## src/rtl/mem_arbiter_pkg.sv

```systemverilog
// mem_arbiter_pkg: shared types and constants for the byte-wide memory port arbiter.
// Defining MEM_ARB_IO_STALL_EN lets io_full stall LS writes into IO space.
package mem_arbiter_pkg;
    localparam int ADDR_W = 32;
    localparam int MEM_IO_BIT = 17;
`ifdef MEM_ARB_IO_STALL_EN
    localparam bit IO_STALL_EN = 1'b1;
`else
    localparam bit IO_STALL_EN = 1'b0;
`endif
    typedef logic [ADDR_W-1:0] addr_t;
    typedef logic [31:0] word_t;
    typedef logic [7:0] byte_t;
    localparam logic READ_SIGNAL = 1'b0;
    localparam logic WRITE_SIGNAL = 1'b1;
    localparam addr_t NULL_PTR = '0;
    localparam logic [2:0] SIZE_B = 3'd1;
    localparam logic [2:0] SIZE_H = 3'd2;
    localparam logic [2:0] SIZE_W = 3'd4;
    // Index of the final beat; any illegal size is treated as a word.
    function automatic logic [1:0] last_beat(input logic [2:0] size);
        return size == SIZE_B ? 2'd0 : size == SIZE_H ? 2'd1 : 2'd3;
    endfunction
endpackage

```

## src/rtl/mem_byte_seq.sv

```systemverilog
// mem_byte_seq: beat counter, write byte shifter and read byte assembler for one transfer.
// Honours the IO write stall when MEM_ARB_IO_STALL_EN is defined.
module mem_byte_seq
    import mem_arbiter_pkg::*;
#(
    parameter int IO_BIT = MEM_IO_BIT
) (
    input  logic        clk,
    input  logic        rst,
    input  logic        rdy,
    input  logic        start,
    input  logic        abort,
    input  logic        op,
    input  addr_t       addr,
    input  word_t       wdata,
    input  logic [2:0]  size,
    input  logic        io_full,
    input  byte_t       mem_din,
    output addr_t       mem_a,
    output byte_t       mem_dout,
    output logic        mem_wr,
    output logic        fin,
    output word_t       rd_word
);
    logic on, busy, wr, cap_on;
    logic [1:0] cnt, last, cap_idx;
    addr_t base;
    word_t sh, acc;
    logic stall_new, stall_cur;

    assign stall_new = IO_STALL_EN & io_full & (op == WRITE_SIGNAL) & addr[IO_BIT];
    assign stall_cur = IO_STALL_EN & io_full & (wr == WRITE_SIGNAL) & base[IO_BIT];
    assign mem_a = on ? base + ADDR_W'(cnt) : NULL_PTR;
    assign mem_wr = on & (wr == WRITE_SIGNAL) & rdy;
    assign mem_dout = (on & (wr == WRITE_SIGNAL)) ? sh[7:0] : 8'h00;
    // RAM data lags the address by one cycle, so capture trails the beat that fetched it.
    assign rd_word = cap_on ? (acc | (word_t'(mem_din) << {cap_idx, 3'b000})) : acc;
    assign fin = (wr == WRITE_SIGNAL) ? (on & (cnt == last)) : (cap_on & (cap_idx == last));

    always_ff @(posedge clk or negedge rst) begin
        if (!rst) begin
            on <= 1'b0;
            busy <= 1'b0;
            wr <= READ_SIGNAL;
            cap_on <= 1'b0;
            cnt <= '0;
            last <= '0;
            cap_idx <= '0;
            base <= NULL_PTR;
            sh <= '0;
            acc <= '0;
        end else if (rdy) begin
            if (abort) begin
                on <= 1'b0;
                busy <= 1'b0;
                cap_on <= 1'b0;
            end else if (start) begin
                base <= addr;
                wr <= op;
                sh <= wdata;
                acc <= '0;
                cnt <= '0;
                last <= last_beat(size);
                busy <= 1'b1;
                on <= ~stall_new;
                cap_on <= 1'b0;
            end else begin
                cap_on <= on & (wr == READ_SIGNAL);
                cap_idx <= cnt;
                acc <= rd_word;
                if (on) begin
                    if (cnt == last) begin
                        on <= 1'b0;
                        busy <= 1'b0;
                    end else begin
                        cnt <= cnt + 2'd1;
                        sh <= sh >> 8;
                        on <= ~stall_cur;
                    end
                end else if (busy) begin
                    on <= ~stall_cur;
                end
            end
        end
    end
endmodule

```

## src/rtl/mem_arbiter.sv

```systemverilog
// mem_arbiter: shares the byte-wide memory port between IF fetches and LS accesses.
// Round-robin arbitration, IF flush and done pulses; beats come from mem_byte_seq.
module mem_arbiter
    import mem_arbiter_pkg::*;
#(
    parameter int IO_BIT = MEM_IO_BIT
) (
    input  logic              clk,
    input  logic              rst,
    input  logic              rdy,
    input  logic              if_req,
    input  logic [ADDR_W-1:0] if_addr,
    input  logic              if_flush,
    output logic              if_done,
    output logic [31:0]       if_data,
    input  logic              ls_req,
    input  logic              ls_wr,
    input  logic [ADDR_W-1:0] ls_addr,
    input  logic [2:0]        ls_size,
    input  logic [31:0]       ls_wdata,
    output logic              ls_done,
    output logic [31:0]       ls_rdata,
    input  logic [7:0]        mem_din,
    output logic [7:0]        mem_dout,
    output logic [ADDR_W-1:0] mem_a,
    output logic              mem_wr,
    input  logic              io_full
);
    typedef enum logic [2:0] {IDLE, GRANT_LS, GRANT_IF, RD, WR, DONE} state_t;

    state_t state;
    logic own_if, last_if, op;
    logic if_v, pick_if, start, flush_now, fin;
    word_t rd_word;

    assign if_v = if_req & ~if_flush;
    assign pick_if = if_v & (~ls_req | ~last_if);
    assign start = (state == IDLE) & (if_v | ls_req);
    assign flush_now = (state inside {GRANT_LS, GRANT_IF, RD, WR}) & own_if & if_flush;

    mem_byte_seq #(.IO_BIT(IO_BIT)) u_seq (
        .clk     (clk),
        .rst     (rst),
        .rdy     (rdy),
        .start   (start),
        .abort   (flush_now),
        .op      (pick_if ? READ_SIGNAL : ls_wr),
        .addr    (pick_if ? if_addr : ls_addr),
        .wdata   (ls_wdata),
        .size    (pick_if ? SIZE_W : ls_size),
        .io_full (io_full),
        .mem_din (mem_din),
        .mem_a   (mem_a),
        .mem_dout(mem_dout),
        .mem_wr  (mem_wr),
        .fin     (fin),
        .rd_word (rd_word)
    );

    always_ff @(posedge clk or negedge rst) begin
        if (!rst) begin
            state <= IDLE;
            own_if <= 1'b0;
            last_if <= 1'b1;
            op <= READ_SIGNAL;
            if_done <= 1'b0;
            ls_done <= 1'b0;
            if_data <= '0;
            ls_rdata <= '0;
        end else if (rdy) begin
            if_done <= 1'b0;
            ls_done <= 1'b0;
            if (state == IDLE) begin
                if (start) begin
                    state <= pick_if ? GRANT_IF : GRANT_LS;
                    own_if <= pick_if;
                    last_if <= pick_if;
                    op <= pick_if ? READ_SIGNAL : ls_wr;
                end
            end else if (state == DONE) begin
                state <= IDLE;
            end else if (flush_now) begin
                state <= DONE;
            end else if (fin) begin
                state <= DONE;
                if_done <= own_if;
                ls_done <= ~own_if;
                if (own_if)
                    if_data <= rd_word;
                else if (op == READ_SIGNAL)
                    ls_rdata <= rd_word;
            end else begin
                state <= (op == WRITE_SIGNAL) ? WR : RD;
            end
        end
    end
endmodule
```

## config.mk

```make
export PLATFORM = sky130hd
export DESIGN_NAME = mem_arbiter
export DESIGN_NICKNAME = d
export VERILOG_FILES = /design/src/rtl/mem_arbiter_pkg.sv /design/src/rtl/mem_byte_seq.sv /design/src/rtl/mem_arbiter.sv
export SDC_FILE = /design/constraint.sdc
export NUM_CORES = 1
export LEC_CHECK = 0
export BUFFER_PORTS_ARGS = -buffer_cell sky130_fd_sc_hd__buf_2
export CAP_MARGIN = 20
export CELL_PAD_IN_SITES_DETAIL_PLACEMENT = 0
export CELL_PAD_IN_SITES_GLOBAL_PLACEMENT = 1
export CORE_MARGIN = 1.5
export CORE_UTILIZATION = 30
export DETAILED_ROUTE_END_ITERATION = 8
export PLACE_DENSITY_LB_ADDON = 0.1
export SYNTH_ARGS = -nofsm -noshare
export SYNTH_HDL_FRONTEND = slang
export SYNTH_HIERARCHICAL = 1
export SYNTH_SLANG_ARGS = --single-unit
export TNS_END_PERCENT = 100
```

## constraint.sdc

```tcl
create_clock -name clk -period 3.4 [get_ports clk]
set_input_delay 0.51 -clock clk [delete_from_list [all_inputs] [get_ports clk]]
set_output_delay 0.51 -clock clk [all_outputs]
set_load 0.05 [all_outputs]
```

Word-level counts from Yosys, hierarchy flattened
Index checks and enable logic that the tools add are counted.
{"block": "word_totals", "wordCells": 111, "output_inout_bits": 107, "regBits": 178, "input_bits": 115}
{"block": "classes", "shift": 1, "muxes": 42, "n_eq_ne": 11, "add_sub_neg": 2, "bitwise_logic": 23, "n_reduce_logical": 14}
{"cell": "32-bit 2-to-1 mux", "count": 7}
{"cell": "32-bit by 2-bit adder with 32-bit output", "count": 1}
{"cell": "32-bit bitwise OR", "count": 1}
{"cell": "8-bit by 5-bit left shift with 32-bit output", "count": 1}
{"cell": "1-bit 2-to-1 mux", "count": 21}
{"cell": "3-bit 2-to-1 mux", "count": 7}
{"cell": "2-bit 2-to-1 mux", "count": 6}
{"cell": "3-bit AND reduction", "count": 4}
{"cell": "1-bit bitwise AND", "count": 10}
{"cell": "1-bit NOT", "count": 10}
{"cell": "3-bit by 2-bit == test with 1-bit output, second input constant", "count": 3}
{"cell": "8-bit 2-to-1 mux", "count": 1}
{"cell": "7-bit AND reduction", "count": 1}
{"cell": "3-bit by 1-bit == test with 1-bit output, second input constant", "count": 2}
{"cell": "3-bit == test, second input constant", "count": 2}
{"cell": "6-bit AND reduction", "count": 1}
{"cell": "3-bit nonzero test", "count": 2}
{"cell": "2-bit == test", "count": 2}
{"cell": "2-bit != test, second input constant", "count": 2}
{"cell": "2-bit AND reduction", "count": 2}
{"cell": "4-bit AND reduction", "count": 1}
{"cell": "4-bit nonzero test", "count": 1}
{"cell": "3-bit zero test", "count": 1}
{"cell": "2-bit by 1-bit adder with 2-bit output, second input constant", "count": 1}
{"cell": "other kinds (2)", "count": 3}

Logic depth before layout (Yosys ltp)
{"block": "depth", "depth_word": 7, "mapped_depth": 12, "mapped_depth_nobuf": 7}

Modules after synthesis
Netlist, hierarchy kept.
{"mod": "mem_byte_seq", "instances": 1, "seq_area_each_um2": 2652.5, "area_per_inst_um2": 5521.5, "cells_per_inst": 544}
{"mod": "mem_arbiter", "instances": 1, "seq_area_each_um2": 1803.0, "area_per_inst_um2": 3434.5, "cells_per_inst": 295}

Worst setup path before layout
Ideal clock, no wire load.
{"block": "synth_path", "path_type": "register to output", "startpoint": "register u_seq.cnt[1]", "endpoint": "output port mem_a[17]", "arrival_ns": 3.157, "path_stages_with_launch": 6, "slack_ns": -0.267, "n_path_buf": 1, "required_time_ns": 2.890, "path_cell_list": "dfrtp_1 ha_1 a21oi_1 or4_1 clkbuf_1 o41ai_1"}
{"block": "synth_via", "elab_chain_cells": 2}
{"element": "from (decl)", "line_no": "mem_byte_seq.sv:26", "source": "logic [1:0] cnt, last, cap_idx;"}
{"element": "from (signal assigned)", "line_no": "mem_byte_seq.sv:76", "source": "cnt <= cnt + 2'd1;"}
{"element": "32-bit by 2-bit adder with 32-bit output", "line_no": "mem_byte_seq.sv:33", "source": "assign mem_a = on ? base + ADDR_W'(cnt) : NULL_PTR;"}
{"element": "32-bit 2-to-1 mux", "line_no": "mem_byte_seq.sv:33"}
{"element": "to (decl)", "line_no": "mem_arbiter.sv:25", "source": "output logic [ADDR_W-1:0] mem_a,"}
No other way between the ends.

Final worst setup path
{"block": "layout_path", "startpoint": "register u_seq.cnt[0]", "endpoint": "output port mem_a[28]"}
The elaborated chain is that of the path after synthesis.

==> results.sh <==
export IMPL_ys_async_sr_fraction=1.00
export IMPL_synth_top_family_by_area="multiplexers"
export IMPL_cts_inserted_buffers=17
export IMPL_grt_ovfl_total=0
export IMPL_diodes=0
export IMPL_fin_hold_ws_ns=0.0307
export IMPL_muxShareOfSynthArea=0.164
export IMPL_fin_skew_ns=0.0215
export IMPL_dr_pass1_iters=4
export IMPL_slew_headroom=0.351
export IMPL_place_congestion=0.732
export IMPL_drtAntennaViolNets=0
export IMPL_synth_cells=839
export IMPL_num_vias=6917
export IMPL_avgSynthCellArea_um2=10.7
export IMPL_setup_viol_count_final=0
export IMPL_worst_pin_slew_ns=0.966
export IMPL_synth_xor_area_frac=0.0147
export IMPL_crit_fanout=19
export IMPL_synth_top_area_share=0.495
export IMPL_cts_sinks=178
export IMPL_synthesis_nets=957
export IMPL_io_buffers=220
export IMPL_ys_ff_latch=178
export IMPL_grt_max_degree=61
export IMPL_synthAdderAreaFrac=0.00503
export IMPL_die_area_um2=30900
export IMPL_synth_area_leaders="dfrtp_1 (49%), mux2_2 (10%), nand2_1 (8.5%)"
export IMPL_drt_first_iter_violations=311
export IMPL_cts_tree="done"
export IMPL_cts_buffer_depth=2
export IMPL_crit_path_end_kind="primary output"
export IMPL_postLayoutCellArea_um2=11200
export IMPL_irDropWorstVdd_v=0.000441
export IMPL_n_fill_cell=3045
export IMPL_grt_pass1_wl_mm=39.0
export IMPL_hold_viol=0
export IMPL_finalCritPeriodShare=0.971
export IMPL_place_hpwl_mm=17.0
export IMPL_cts_clk_slew_worst_paths_ns=0.08
export IMPL_ys_flop_type="dfrtp_1"
export IMPL_routedWlPerCell_um=17.0
export IMPL_path_class="flip-flop to primary output"
export IMPL_hold_class="input port to asynchronous set/reset pin"
export IMPL_arrival_ns=2.79
export IMPL_finalNetCount=1170
export IMPL_areaGrowthSynthToFinish_pct=25.0
export IMPL_start_util=0.304
export IMPL_antenna_found_initial=0
export IMPL_fmax_mhz=303
export IMPL_status="finished, final reports clean"
export IMPL_finalNonFillerCells=1455
export IMPL_drive_above_1_share=0.387
export IMPL_placed_area_um2=10500
export IMPL_wl_mm=24.7
export IMPL_yosysWarnings=6
export IMPL_ys_types=59
export IMPL_synth_seq_area_share=0.497
export IMPL_ios=222
export IMPL_core_area_um2=29500
export IMPL_yosysTopAreaCell="dfrtp_1"
export IMPL_dp_cells=1419
export IMPL_reg2reg_depth=7
export IMPL_fin_crit_ns=3.30
export IMPL_leakage_nw=6.34
export IMPL_root_buffer="clkbuf_16"
export IMPL_synth_edf_count=0
export IMPL_postCtsHoldBufs=0
export IMPL_utilization=0.380
export IMPL_slew_violations=0
export IMPL_required_ns=2.89
export IMPL_drv_cap=0
export IMPL_route_detailed_drc=0
export IMPL_yosys_area_share_simple=0.157
export IMPL_clk_insertion_delay_late_ns=0.44
export IMPL_grt_usage=0.162
export IMPL_rsz0062_at_grt="true"
export IMPL_grt_pass1_vias=6970
export IMPL_cp_start_kind="flip-flop"
export IMPL_powerDensity_nw_per_um2=889
export IMPL_vias_per_cell=4.75
export IMPL_h_tree_depth=4
export IMPL_die_w_um=176
export IMPL_die_y_um=176
export IMPL_synth_compound_area_frac=0.126
export IMPL_rows=63
export IMPL_syn_area_um2=8960
[what timing repair did]
item / CTS / global route
endpoints found under the hold margin: 0 / 0
resized for setup: 10 / 8
endpoints found under the setup margin: 8 / 13
pin swaps: 0 / 2
buffers inserted: 0 / 3
cloned: 0 / 1
[metal layers]
layer	vias up	GRT usage	wire length, um
met5	-	0	0
met4	0	0.0342	153
li1	3388	-	-
met1	3351	0.230	11900
met3	12	0.0359	1290
met2	166	0.253	11400
[worst max-delay path, stage by stage (launching register included)]
cell,delay (ns)
dfrtp_2,0.41
ha_1,0.22
fa_2,0.25
and4_4,0.26
nand4_1,0.10
buf_4,0.22
or4_1,0.47
a21oi_1,0.15
buf_2,0.28
[final timing paths]
path	to	slack [ns]	from
setup / recovery	mem_a[28]	0.1	u_seq/cnt[0]$_DFFE_PN0P_
hold / removal	u_seq/base[29]$_DFFE_PN0P_	0.03	rst
setup reg to reg	ls_rdata[18]$_DFFE_PN0P_	0.89	u_seq/cap_idx[0]$_DFFE_PN0P_
hold reg to reg	if_done$_DFFE_PN0P_	0.48	if_done$_DFFE_PN0P_
min in group clk	u_seq/sh[28]$_DFFE_PN0P_	0.29	ls_wdata[28]
max in group asynchronous	ls_rdata[31]$_DFFE_PN0P_	2.47	rst
[area by class of cell]
cell class	count	area [um2]	area share
sequential	178	4460	0.398
timing repair buffer	243	1350	0.120
clock buffer	18	439	0.0392
clock inverter	14	173	0.0154
inverter	13	48.8	0.00436
multi-input combinational	599	4250	0.379
tap	390	488	0.0436
[state kept, by name (all words and copies together) (netlist names), 2 cells and up]
name	cells
u_seq/last	2
u_seq/base	32
u_seq/cnt	2
u_seq/acc	32
u_seq/cap_idx	2
if_data	32
u_seq/sh	32
state	3
ls_rdata	32
[Yosys cell counts (all sizes together), types with 13 or more instances]
cell type / instances
clkbuf: 33
nand2: 203
mux2: 118
buf: 16
nor2: 21
o21ai: 24
a21oi: 26
and3: 13
o211a: 32
inv: 13
dfrtp: 177
a21o: 34
[cells in the final DEF (no fill, tap or decap), drive strengths merged, types with 2 or more instances in the layout]
master / n
buf: 238
and4: 5
o21ai: 24
clkinv: 5
nor3: 4
o211ai: 2
o41ai: 2
mux2: 118
a31oi: 2
a21oi: 26
a22o: 10
a21o: 34
mux2i: 3
nand4: 8
dfrtp: 177
nand2: 203
nand3: 11
nor2: 21
xor2: 5
nand2b: 5
or3: 10
o211a: 32
or4: 12
inv: 22
ha: 2
and3: 13
nor2b: 5
o22ai: 3
o31ai: 9
and2: 8
xnor2: 10
clkbuf: 23
[stage by stage]
| step | setup slack [ns] | total power, mW | TNS (ns) |
|---|---|---|---|
| floorplan | 0.200 | 6.72 | 0 |
| global placement | 0.315 | 7.90 | 0 |
| detailed placement | 0.317 | 7.92 | 0 |
| CTS | 0.0124 | 10.1 | 0 |
| global route | -0.0108 | 10.6 | -0.0251 |
| finish | 0.0995 | 9.96 | 0 |
[cell families after synthesis]
kind of cell,count (synthesis)
AOI/OAI and AO/OA,150
xor gates and xnor gates,15
adders and majority gates,3
buffers and inverters,63
DFF,178
muxes,121
and+or+nand+nor,309
[power breakdown]
part           switching [mW]  internal, mW
sequential              0.555          2.80
combinational            3.02          1.52
clock                    1.03          1.03
total                    4.61          5.35
(Power assumes the default switching activity.)
